**src/rtl/sequential_alu.sv**
```systemverilog
// Multi-cycle ALU: single-cycle logic/arith ops, shift-add MUL, restoring DIV.
// Divider present only when ALU_DIVIDE_EN is defined; otherwise FunSel=15 is a 1-cycle stub.
module sequential_alu #(
    parameter int WIDTH = 32
) (
    input  logic             Clock,
    input  logic             Reset,
    input  logic [WIDTH-1:0] A,
    input  logic [WIDTH-1:0] B,
    input  logic [3:0]       FunSel,
    input  logic             Start,
    input  logic             WF,
    output logic             Busy,
    output logic             Done,
    output logic [WIDTH-1:0] ALUOut,
    output logic [WIDTH-1:0] ALUOutHi,
    output logic [3:0]       FlagsOut
);

    localparam int CW = $clog2(WIDTH);
    localparam logic [CW-1:0] LAST = CW'(WIDTH - 1);

    typedef enum logic [1:0] {IDLE, MUL, DIV, FIN} state_e;

    state_e           state_q;
    logic             busy_q;
    logic             done_q;
    logic [WIDTH-1:0] out_q;
    logic [WIDTH-1:0] hi_q;
    logic [3:0]       flags_q;
    logic [WIDTH-1:0] a_q;
    logic [WIDTH-1:0] acc_q;
    logic [WIDTH-1:0] mq_q;
    logic [CW-1:0]    cnt_q;
    logic             wf_q;

    assign Busy     = busy_q;
    assign Done     = done_q;
    assign ALUOut   = out_q;
    assign ALUOutHi = hi_q;
    assign FlagsOut = flags_q;

    function automatic logic [3:0] mk_flags(
        input logic [WIDTH-1:0] r,
        input logic             c,
        input logic             o
    );
        return {r == '0, c, r[WIDTH-1], o};
    endfunction

    logic             cin;
    logic [WIDTH:0]   sum;
    logic [WIDTH-1:0] sc_res;
    logic             sc_c;
    logic             sc_o;

    assign cin = flags_q[2];

    always_comb begin
        sum    = '0;
        sc_res = '0;
        sc_c   = 1'b0;
        sc_o   = 1'b0;
        unique case (FunSel)
            4'd0: sc_res = A;
            4'd1: sc_res = B;
            4'd2: sc_res = ~A;
            4'd3, 4'd4: begin
                sum = {1'b0, A} + {1'b0, B}
                    + {{WIDTH{1'b0}}, (FunSel == 4'd4) & cin};
                sc_res = sum[WIDTH-1:0];
                sc_c   = sum[WIDTH];
                sc_o   = (A[WIDTH-1] == B[WIDTH-1])
                       & (sc_res[WIDTH-1] != A[WIDTH-1]);
            end
            4'd5: begin
                sum    = {1'b0, A} - {1'b0, B};
                sc_res = sum[WIDTH-1:0];
                sc_c   = ~sum[WIDTH];
                sc_o   = (A[WIDTH-1] != B[WIDTH-1])
                       & (sc_res[WIDTH-1] != A[WIDTH-1]);
            end
            4'd6: sc_res = A & B;
            4'd7: sc_res = A | B;
            4'd8: sc_res = A ^ B;
            4'd9: sc_res = ~(A & B);
            4'd10: begin
                sc_res = {A[WIDTH-2:0], 1'b0};
                sc_c   = A[WIDTH-1];
            end
            4'd11: begin
                sc_res = {1'b0, A[WIDTH-1:1]};
                sc_c   = A[0];
            end
            4'd12: begin
                sc_res = {A[WIDTH-1], A[WIDTH-1:1]};
                sc_c   = A[0];
            end
            4'd13: begin
                sc_res = {cin, A[WIDTH-1:1]};
                sc_c   = A[0];
            end
            default: sc_o = (FunSel == 4'd15);
        endcase
    end

    // One shift-add step: product high half in acc_q, multiplier/low half in mq_q
    logic [WIDTH:0]   mul_sum;
    logic [WIDTH-1:0] mul_hi;
    logic [WIDTH-1:0] mul_lo;

    assign mul_sum = {1'b0, acc_q} + ({1'b0, a_q} & {(WIDTH+1){mq_q[0]}});
    assign mul_hi  = mul_sum[WIDTH:1];
    assign mul_lo  = {mul_sum[0], mq_q[WIDTH-1:1]};

`ifdef ALU_DIVIDE_EN
    // Restoring step: remainder in acc_q, dividend/quotient in mq_q
    logic [WIDTH-1:0] b_q;
    logic [WIDTH:0]   div_sh;
    logic [WIDTH:0]   div_tr;
    logic             div_ok;
    logic [WIDTH-1:0] div_rem;
    logic [WIDTH-1:0] div_quo;

    assign div_sh  = {acc_q, mq_q[WIDTH-1]};
    assign div_tr  = div_sh - {1'b0, b_q};
    assign div_ok  = ~div_tr[WIDTH];
    assign div_rem = div_ok ? div_tr[WIDTH-1:0] : div_sh[WIDTH-1:0];
    assign div_quo = {mq_q[WIDTH-2:0], div_ok};
`endif

    always_ff @(posedge Clock or negedge Reset) begin
        if (!Reset) begin
            state_q <= IDLE;
            busy_q  <= 1'b0;
            done_q  <= 1'b0;
            out_q   <= '0;
            hi_q    <= '0;
            flags_q <= '0;
            a_q     <= '0;
            acc_q   <= '0;
            mq_q    <= '0;
            cnt_q   <= '0;
            wf_q    <= 1'b0;
`ifdef ALU_DIVIDE_EN
            b_q     <= '0;
`endif
        end else begin
            done_q <= 1'b0;
            unique case (state_q)
                IDLE: if (Start) begin
                    a_q   <= A;
                    wf_q  <= WF;
                    cnt_q <= '0;
                    busy_q <= 1'b1;
`ifdef ALU_DIVIDE_EN
                    b_q   <= B;
`endif
                    if (FunSel == 4'd14) begin
                        state_q <= MUL;
                        acc_q   <= '0;
                        mq_q    <= B;
`ifdef ALU_DIVIDE_EN
                    end else if (FunSel == 4'd15 && B != '0) begin
                        state_q <= DIV;
                        acc_q   <= '0;
                        mq_q    <= A;
                    end else if (FunSel == 4'd15) begin
                        state_q <= FIN;
                        done_q  <= 1'b1;
                        out_q   <= '1;
                        hi_q    <= A;
                        if (WF) flags_q <= mk_flags('1, 1'b0, 1'b1);
`endif
                    end else begin
                        state_q <= FIN;
                        done_q  <= 1'b1;
                        out_q   <= sc_res;
                        hi_q    <= '0;
                        if (WF) flags_q <= mk_flags(sc_res, sc_c, sc_o);
                    end
                end
                MUL: begin
                    acc_q <= mul_hi;
                    mq_q  <= mul_lo;
                    cnt_q <= cnt_q + 1'b1;
                    if (cnt_q == LAST) begin
                        state_q <= FIN;
                        done_q  <= 1'b1;
                        out_q   <= mul_lo;
                        hi_q    <= mul_hi;
                        if (wf_q)
                            flags_q <= mk_flags(mul_lo, mul_hi != '0, 1'b0);
                    end
                end
`ifdef ALU_DIVIDE_EN
                DIV: begin
                    acc_q <= div_rem;
                    mq_q  <= div_quo;
                    cnt_q <= cnt_q + 1'b1;
                    if (cnt_q == LAST) begin
                        state_q <= FIN;
                        done_q  <= 1'b1;
                        out_q   <= div_quo;
                        hi_q    <= div_rem;
                        if (wf_q)
                            flags_q <= mk_flags(div_quo, 1'b0, 1'b0);
                    end
                end
`endif
                FIN: begin
                    state_q <= IDLE;
                    busy_q  <= 1'b0;
                end
                default: begin
                    state_q <= IDLE;
                    busy_q  <= 1'b0;
                end
            endcase
        end
    end

endmodule
```
**config.mk**
```make
export PLATFORM = sky130hd
export DESIGN_NAME = sequential_alu
export DESIGN_NICKNAME = d
export VERILOG_FILES = /design/src/rtl/sequential_alu.sv
export SDC_FILE = /design/constraint.sdc
export NUM_CORES = 1
export LEC_CHECK = 0
export ABC_AREA = 1
export CORE_UTILIZATION = 50
export DETAILED_ROUTE_END_ITERATION = 8
export GPL_TIMING_DRIVEN = 0
export PLACE_DENSITY = 0.7
export REMOVE_ABC_BUFFERS = 1
export SYNTH_ARGS = -nofsm -noshare
export SYNTH_HDL_FRONTEND = slang
export SYNTH_SLANG_ARGS = --single-unit
export TNS_END_PERCENT = 20
```
**constraint.sdc**
```tcl
create_clock -name Clock -period 5.2 [get_ports Clock]
set_clock_uncertainty 0.05 [all_clocks]
set_input_delay 1.04 -clock Clock [delete_from_list [all_inputs] [get_ports Clock]]
set_output_delay 1.04 -clock Clock [all_outputs]
set_load 0.02 [all_outputs]
```
=== Word level (Yosys, flattened, before mapping) ===
Index checks and enable logic that the tools add are counted.

* Register bits: 174
* Input bits: 72
* Output and inout port bits: 70

* Bitwise logic cells: 11
* $add $sub $neg: 5
* Eq/ne operators: 27
* Muxes and demuxes: 35
* Reduce and logical (&&, ||, !) cells: 16

{| class="wikitable"
|+ Operator list
! cell !! number
|-
| $pmux 32 s13 || 1
|-
| $mux 32 || 10
|-
| $pmux 32 s2 || 4
|-
| $logic_not 32->1 || 2
|-
| $not 32->32 || 2
|-
| $add 32x32->33 || 1
|-
| $add 32x33->33 || 1
|-
| $add 33x1->33 || 1
|-
| $and 32x33->33 || 1
|-
| $sub 32x32->33 || 1
|-
| $and 32x32->32 || 1
|-
| $eq 4x4->1 const B || 8
|-
| $or 32x32->32 || 1
|-
| $reduce_bool 32->1 || 1
|-
| $xor 32x32->32 || 1
|-
| $mux 4 || 5
|-
| $eq 4x3->1 const B || 4
|-
| $ne 2x2->1 const B || 6
|-
| $reduce_or 11->1 || 1
|-
| $pmux 5 s2 || 1
|-
| $eq 4x2->1 const B || 2
|-
| $pmux 4 s2 || 1
|-
| $reduce_and 2->1 || 4
|-
| $mux 2 || 3
|-
| 22 further kinds || 31
|}

=== Longest topological paths before layout ===
Gate-level depths: netlist (run 1).

* Word-level depth: 10
* Depth in mapped cells: 24
* Gate-level depth less buffers: 22

=== Least setup slack after synthesis (run 1) ===
No wires, ideal clock.

* Path type: input -> register
* Start point: input port FunSel[2]
* End point: register flags_q[3] (netlist: FlagsOut[3])
* Path slack: 1.761 ns
* Required time: 5.077 ns
* Setup time: 0.073 ns
* Data arrival time: 3.316 ns
* Stages on the path: 22
* Path buffers: 0
* Cells stage by stage: inv_1 > nor2_1 > nand3_1 > fa_1 > inv_1 > fa_1 > nand2_1 > nand3_1 > nand3_1 > nand2_1 > nand2_1 > nand2_1 > nand3_1 > nand2_1 > nand2_1 > nand3_1 > nand2_1 > nor2_1 > nand2_1 > nor2_1 > nand3_1 > a21oi_2

* Longest elaborated chain between the ends: 9
* Elaborated cells on any way between the ends: 26
* Classes of those cells: add/sub (1); eq/ne (15); mux (5); bitwise (1); reduce/logical (4)

{| class="wikitable"
|+ Ends and longest elaborated chain
! what !! RTL line !! text
|-
| from (decl) || 10 || <nowiki>input logic [3:0] FunSel,</nowiki>
|-
| $eq 4x3->1 || -- ||
|-
| $and 1x1->1 || 70 || <nowiki>+ {{WIDTH{1'b0}}, (FunSel == 4'd4) & cin};</nowiki>
|-
| $add 33x1->33 || 70 ||
|-
| $pmux 32 s13 || 64 || <nowiki>unique case (FunSel)</nowiki>
|-
| $logic_not 32->1 || 48 || <nowiki>return {r == '0, c, r[WIDTH-1], o};</nowiki>
|-
| $mux 4 || 180 || <nowiki>if (WF) flags_q <= mk_flags(sc_res, sc_c, sc_o);</nowiki>
|-
| $mux 4 || 159 || <nowiki>if (FunSel == 4'd14) begin</nowiki>
|-
| $mux 4 || 151 || <nowiki>IDLE: if (Start) begin</nowiki>
|-
| $pmux 4 s2 || 150 || <nowiki>unique case (state_q)</nowiki>
|-
| to (signal assigned) || 180 ||
|-
| to (signal assigned) || 193 || <nowiki>flags_q <= mk_flags(mul_lo, mul_hi != '0, 1'b0);</nowiki>
|-
| to (decl) || 30 || <nowiki>logic [3:0] flags_q;</nowiki>
|}

Several ways; a longest one is shown, not always the timed one. The select of a mux whose other input is x is not followed.
A chain may end at the register's enable or synchronous reset.

=== Worst setup path in the final report (run 1) ===
Same ends and word-level chain as after synthesis.

==> flow_metrics.tcl, run 1 <==
set metrics [dict create \
    status "finished with violations" \
    violations "design-rule violations, max-capacitance violations, max-slew violations" \
    grt.overflow.total 0 \
    holdPathEnd "ALUOutHi[15]$_DFFE_PN0P_" \
    swShare 0.485 \
    max-cap-violations 2 \
    synth_compound_area_frac 0.125 \
    antenna_found_initial 2 \
    cts_resized 0 \
    fp.coreArea_um2 34500 \
    crit_fanout 6 \
    synthArstFlopShare 1.00 \
    grt_pass1_wl_um 107000 \
    post_drt_via_cell_ratio 5.81 \
    gp_congestion 1.04 \
    port_buffers 141 \
    cts_hold_buf 0 \
    avgSynthCellArea_um2 5.94 \
    final_cells 3485 \
    max_freq_ghz 0.205 \
    cp-start-kind "input port" \
    min_path_cells 2 \
    path_clk_slew_ns 0.07 \
    timing.final.crit_share 0.937 \
    dp_hpwl_um 55500 \
    setup_slack_ns 0.330 \
    reg2reg_to "FlagsOut[2]$_DFFE_PN0P_" \
    drive_above_1_share 0.0254 \
    power.density_nw_per_um2 445 \
    yosys.area_share.simple 0.406 \
    synth-seq-cells 174 \
    setup_viol 0 \
    p_int_mw 4.52 \
    synth_xor_area_frac 0.00400 \
    synth_area_um2 17500 \
    io_pins 142 \
    rsz0062_at_grt "no" \
    seq_power_share 0.286 \
    post_drt_wl_per_cell_um 20.4 \
    synth.area.top_cells "dfrtp_1 (25%), nand2_1 (22%), ha_1 (9.3%)" \
    slew_violations 21 \
    vias 20300 \
    synth_top_cell_by_area "dfrtp_1" \
    grt_pass1_vias 19000 \
    wl_um 71200 \
    drc 9 \
    worstRegToRegCells 22 \
    nNetsFinal 3225 \
    cp_data_required_time_ns 5.53 \
    p_comb_frac 0.565 \
    htree_num_levels 4 \
    slew_headroom -0.00702 \
    worstSkewPairLatency_ns 0.44 \
    cts-root-buf "clkbuf_16" \
    vdd_drop_max_mv 0.372 \
    cts_setup_buffers 0 \
    critPathCaptureType "flop" \
    synth_top_area_share 0.249 \
    place_inst 3455 \
    dr.pass1.iters 9 \
    grt_max_degree 106 \
    rows 68 \
    yosysUniqueCellTypes 46 \
    switchingPower_mw 4.26 \
    syn_inst 2948 \
    initial_core_util 0.508 \
    worstMarginPinSlew_ns 1.51 \
    cts_tree "built" \
    synth_fa_ha_area_frac 0.0975 \
    yosysMostFrequentCell "nand2_1" \
    hold_viol 0 \
    cts_made_buffers 17 \
    r2r_slack_ns 1.18 \
    synth_common_cells "nand2_1 (1031), inv_1 (410), nor2_1 (317)" \
    die-area_um2 35800 \
    drt_iter0_drc 2409 \
    r2r_start "mq_q[0]$_DFFE_PN0P_" \
    final.min_clock_period_ns 4.87 \
    setup_tns_ns 0 \
    synth_ff_type "dfrtp_1" \
    cts.path.max_buffers 2 \
    drtAntennaViolNets 0 \
    crit_type "in -> reg" \
    dieHeight_um 189 \
    synth_enable_flop_cells 0 \
    preCtsSetupSlack_ns 0.0825 \
    grtUsageTotal 0.396 \
    cts_sinks 174 \
    critical_path_arrival_ns 5.20 \
    die_w_um 189 \
    yosys_warnings 0 \
    syn2layout_area_growth_pct 12.9 \
    hold_start "ALUOutHi[15]$_DFFE_PN0P_" \
    synth_mux_area_frac 0.000572 \
    leakage_nw 10.4 \
    ys_seq_area_frac 0.249 \
    hold_class "reg -> reg" \
    synth_top_family_by_area "simple AND/OR/NAND/NOR gates" \
    diodes 0 \
    pwr-share-clk 0.149 \
]
-- worst max-delay path by stage --
stage	start	endpoint	slack (ns)	depth (start not counted)
after global placement	Start	FlagsOut[0]$_DFFE_PN0P_	-4.81	8
after detailed placement	FunSel[2]	FlagsOut[3]$_DFFE_PN0P_	0.08	21
after global routing	FunSel[2]	FlagsOut[3]$_DFFE_PN0P_	0.15	21
final	FunSel[2]	FlagsOut[3]$_DFFE_PN0P_	0.33	21
after CTS	FunSel[2]	FlagsOut[3]$_DFFE_PN0P_	0.55	21
after floorplan	Start	FlagsOut[0]$_DFFE_PN0P_	-1.36	7
-- critical path, cell delays in order --
cell and delay, ns:
clkdlybuf4s50_1 0.62, inv_1 0.14, nor2_1 0.25, nand3_1 0.20
fa_1 0.40, inv_1 0.18, fa_1 0.38, nand3_1 0.14
nand3_1 0.18, nand3_1 0.12, nand3_1 0.22, nand2_1 0.08
nand3_1 0.15, nand2_1 0.11, nor2_1 0.09, nand3_1 0.07
nor2_1 0.33, nand2_1 0.12, nor2_1 0.12, nand3_1 0.11
a21oi_2 0.13
-- cell families (layout without fill, tap and decap cells) --
logic type                 Yosys count  in the layout
adders and majority gates          134            134
DFF                                174            174
buffers and inverters              514            596
AOI/OAI and AO/OA                  393            393
xor gates and xnor gates             8              8
muxes                                1              1
and+or+nand+nor                   1724           1724
-- power by group through the flow --
stage / Clock (mW) / Sequential, mW / Combinational [mW]
finish: 1.31 / 2.51 / 4.96
global route: 1.37 / 2.58 / 5.49
CTS: 1.32 / 2.50 / 4.90
detailed placement: 0 / 2.51 / 4.88
global placement: 0 / 2.50 / 4.75
floorplan: 0 / 2.66 / 2.86
-- cell usage in the layout, fill, tap and decap left out, drive strengths merged, types with 2 or more instances in the layout --
| master | n |
|---|---|
| xnor2 | 4 |
| ha | 130 |
| xor2 | 4 |
| a31oi | 37 |
| a21oi | 106 |
| clkinv | 4 |
| a211oi | 2 |
| o22ai | 37 |
| clkinvlp | 2 |
| dfrtp | 174 |
| clkdlybuf4s50 | 140 |
| fa | 4 |
| bufinv | 3 |
| nor3 | 33 |
| o2111ai | 11 |
| o21bai | 10 |
| nand3 | 232 |
| o211ai | 12 |
| nand4 | 52 |
| inv | 418 |
| nor2 | 326 |
| nand3b | 7 |
| a221oi | 2 |
| o21ai | 172 |
| buf | 8 |
| and2 | 9 |
| or2 | 9 |
| clkbuf | 21 |
| nor4 | 15 |
| nand2 | 1039 |
-- routing by layer --
metal	global-route usage	vias up	part of all wire
met5	0	-	0
met4	0.220	0	0.060
met1	0.507	9354	0.40
met2	0.626	1134	0.44
met3	0.0797	222	0.10
li1	-	9555	-
-- state kept, by name (all words and copies together) (netlist names), 2 cells and up --
name / cells
ALUOut: 32
ALUOutHi: 32
FlagsOut: 4
a_q: 32
acc_q: 32
cnt_q: 5
mq_q: 32
state_q: 2
-- layout make-up --
| type | instances | area [um^2] |
|---|---|---|
| Tap cell | 455 | 569 |
| Clock buffer | 21 | 450 |
| Inverter | 418 | 1570 |
| Clock inverter | 9 | 136 |
| Timing Repair Buffer | 148 | 1560 |
| Multi-Input combinational cell | 2260 | 11100 |
| Sequential cell | 174 | 4350 |
| Fill cell | 3475 | 14700 |
-- through the flow --
stage,utilization,total power [mW],hold WS [ns],instance area [um^2]
2_1_floorplan,-,5.52,0.398,17000
3_3_place_gp,0.551,7.25,0.413,19000
3_5_place_dp,0.556,7.38,0.422,19200
4_1_cts,0.573,8.72,0.438,19800
5_1_grt,0.573,9.44,0.452,19800
6_report,0.573,8.79,0.430,19800
Note: power is estimated with default switching activity, not from simulation.
==> run 2, diff against run 1 <==
--- a/config.mk
+++ b/config.mk
@@ -7,10 +7,13 @@
 export LEC_CHECK = 0
 export ABC_AREA = 1
 export CORE_UTILIZATION = 50
+export CTS_CLUSTER_DIAMETER = 50
+export CTS_CLUSTER_SIZE = 14
 export DETAILED_ROUTE_END_ITERATION = 8
 export GPL_TIMING_DRIVEN = 0
 export PLACE_DENSITY = 0.7
 export REMOVE_ABC_BUFFERS = 1
+export SKIP_LAST_GASP = 1
 export SYNTH_ARGS = -nofsm -noshare
 export SYNTH_HDL_FRONTEND = slang
 export SYNTH_SLANG_ARGS = --single-unit
==> results of run 2 <==
Final layout, timing and power as in run 1 (identical DEF).
==> run 3, diff against run 2 <==
--- a/config.mk
+++ b/config.mk
@@ -11,7 +11,7 @@
 export CTS_CLUSTER_SIZE = 14
 export DETAILED_ROUTE_END_ITERATION = 8
 export GPL_TIMING_DRIVEN = 0
-export PLACE_DENSITY = 0.7
+export PLACE_DENSITY = 0.73
 export REMOVE_ABC_BUFFERS = 1
 export SKIP_LAST_GASP = 1
 export SYNTH_ARGS = -nofsm -noshare
==> constraint.sdc (replaced) <==
create_clock -name Clock -period 4.35 [get_ports Clock]
set_clock_uncertainty 0.05 [all_clocks]
set_input_delay 0.87 -clock Clock [delete_from_list [all_inputs] [get_ports Clock]]
set_output_delay 0.87 -clock Clock [all_outputs]
set_load 0.02 [all_outputs]
==> run 3 against run 2 <==
  * The flow finishes with violations (design-rule violations)
  * Die area unchanged
  * Sequential share of layout area about the same
  * Setup slack got worse by 0.22 ns
  * Cell count about the same
  * Total power increased by 19%
  * Register-to-register slack got worse by 0.81 ns
  * Clock-buffer cell count decreased by 3
  * Sequential power increased by 20%
  * Flip-flop and latch count unchanged
  * Critical path depth decreased by 4
  * First-iteration DRC count decreased by 7.6%
  * Critical endpoint unchanged
==> flow_metrics.tcl, run 3 (synthesis results as in run 1) <==
set metrics [dict create \
    initial_core_util 0.508 \
    post_drt_wl_per_cell_um 20.2 \
    cp_data_required_time_ns 4.67 \
    cts.path.max_buffers 2 \
    worstMarginPinSlew_ns 1.39 \
    utilization 0.574 \
    grt_pass1_vias 19100 \
    drt_iter0_drc 2225 \
    power.density_nw_per_um2 528 \
    fill_cells 3492 \
    cts_sinks 174 \
    dr.pass1.iters 9 \
    grtUsageTotal 0.395 \
    port_buffers 141 \
    grt_pass1_wl_um 107000 \
    crit_chain "clkdlybuf4s50_1, inv_1, ha_1, nor2_1, inv_1, nor3_1, and2_1, nand2_1, nand2_1, nand2_1, nand3_1, nand3_1, nor2_1, nand2_1, nor2_1, nand3_1, a21oi_2" \
    pwr-share-clk 0.145 \
    timing.final.crit_share 0.975 \
    diodes 0 \
    cts_made_buffers 17 \
    grt.overflow.total 0 \
    cts_tree "built" \
    drc 1 \
    hold_viol 0 \
    p_comb_frac 0.568 \
    gp_congestion 1.04 \
    vias 20200 \
    die_w_um 189 \
    fp.coreArea_um2 34500 \
    crit_top_cell "nand2_1" \
    io_pins 142 \
    p_int_mw 5.31 \
    leakage_nw 10.4 \
    fin_area_um2 19800 \
    cp-start-kind "input port" \
    worstSkewPairLatency_ns 0.44 \
    slew_headroom 0.0720 \
    violations "design-rule violations" \
    critical_path_arrival_ns 4.56 \
    cp_top_family "simple AND/OR/NAND/NOR gates" \
    max-cap-violations 0 \
    htree_num_levels 4 \
    slew_violations 0 \
    syn2layout_area_growth_pct 13.0 \
    crit_fanout 8 \
    die-area_um2 35800 \
    critPathCaptureType "flop" \
    setup_viol 0 \
    critical_path_buf_inv_count 3 \
    vdd_drop_max_mv 0.391 \
    status "finished with violations" \
    crit_path_max_incr_delay_ns 0.71 \
    setup_tns_ns 0 \
    final_common_cell "nand2_1" \
    max_freq_ghz 0.236 \
    slowest_stage "clkdlybuf4s50_1" \
    wl_um 70600 \
    drive_above_1_share 0.0287 \
    dpl_cell_area_um2 19200 \
    nNetsFinal 3226 \
    antenna_found_initial 2 \
    swShare 0.492 \
    drtAntennaViolNets 0 \
    grt_max_degree 108 \
    switchingPower_mw 5.14 \
    post_drt_via_cell_ratio 5.81 \
    dp_hpwl_um 56000 \
    rsz0062_at_grt "no" \
    cts-root-buf "clkbuf_16" \
    path_clk_slew_ns 0.07 \
    seq_power_share 0.287 \
    mostFrequentLayoutCells "nand2_1 (1029), inv_1 (408), nor2_1 (315)" \
    dieHeight_um 189 \
    crit_type "in -> reg" \
    final.min_clock_period_ns 4.24 \
    rows 68 \
    hold_class "in -> async" \
]
## run 3: final timing paths
| path | from | cells past startpoint | endpoint | slack [ns] |
|---|---|---|---|---|
| setup / recovery | A[23] | 17 | FlagsOut[3]$_DFFE_PN0P_ | 0.11 |
| hold reg to reg | a_q[8]$_DFFE_PN0P_ | 2 | a_q[8]$_DFFE_PN0P_ | 0.43 |
| max in group asynchronous | Reset | 2 | ALUOut[29]$_DFFE_PN0P_ | 3.05 |
| hold / removal | Reset | 1 | ALUOutHi[4]$_DFFE_PN0P_ | 0.32 |
| setup reg to reg | state_q[1]$_DFFE_PN0P_ | 11 | FlagsOut[1]$_DFFE_PN0P_ | 0.37 |
| min in group Clock | a_q[8]$_DFFE_PN0P_ | 2 | a_q[8]$_DFFE_PN0P_ | 0.43 |
## run 3: per-layer routing
metal | part of all wire | global-route usage | wire [um]
met1 | 0.40 | 0.500 | 28000
met2 | 0.45 | 0.640 | 31700
met3 | 0.093 | 0.0614 | 6580
met4 | 0.062 | 0.221 | 4340
met5 | 0.00018 | 0 | 13
## run 3: what timing repair did
action,CTS,global route
buffers inserted,0,1
setup endpoints to repair,1,4
resized for setup,3,9
pin swaps,0,1
hold buffers,0,0
## run 3: layout make-up
cell class	count	area [um^2]	area share
Clock buffer	18	439	0.0222
Tap cell	455	569	0.0288
Sequential cell	174	4350	0.220
Timing Repair Buffer	149	1580	0.0796
Clock inverter	13	129	0.00651
Multi-Input combinational cell	2260	11100	0.563
Inverter	418	1570	0.0793
## run 3: metrics by stage
| step | hold slack (ns) | instances | worst slack (ns) | power [mW] |
|---|---|---|---|---|
| final | 0.321 | 3487 | 0.109 | 10.4 |
| after global placement | 0.414 | 3448 | -5.54 | 8.67 |
| after CTS | 0.339 | 3486 | 0.0326 | 10.4 |
| after detailed placement | 0.423 | 3455 | -0.578 | 8.84 |
| after floorplan | 0.398 | 2852 | -2.04 | 6.60 |
| after global routing | 0.360 | 3487 | 0.00518 | 11.3 |
## run 3: power groups by stage
stage / logic (mW) / clock network, mW / registers, mW
floorplan: 3.41 / 0 / 3.19
global placement: 5.69 / 0 / 2.99
detailed placement: 5.84 / 0 / 3.00
CTS: 5.86 / 1.52 / 2.99
global route: 6.59 / 1.58 / 3.08
finish: 5.93 / 1.51 / 3.00
## run 3: worst register-to-register path, stage by stage (launching register included)
cell and delay [ns]:
dfrtp_1 0.37, inv_1 0.10, nand2_2 0.34, inv_2 1.13
nand2_1 0.37, o21ai_4 0.39, buf_12 0.30, inv_2 0.16
nor2_1 0.36, inv_1 0.15, nand2_1 0.10, nand2_1 0.05
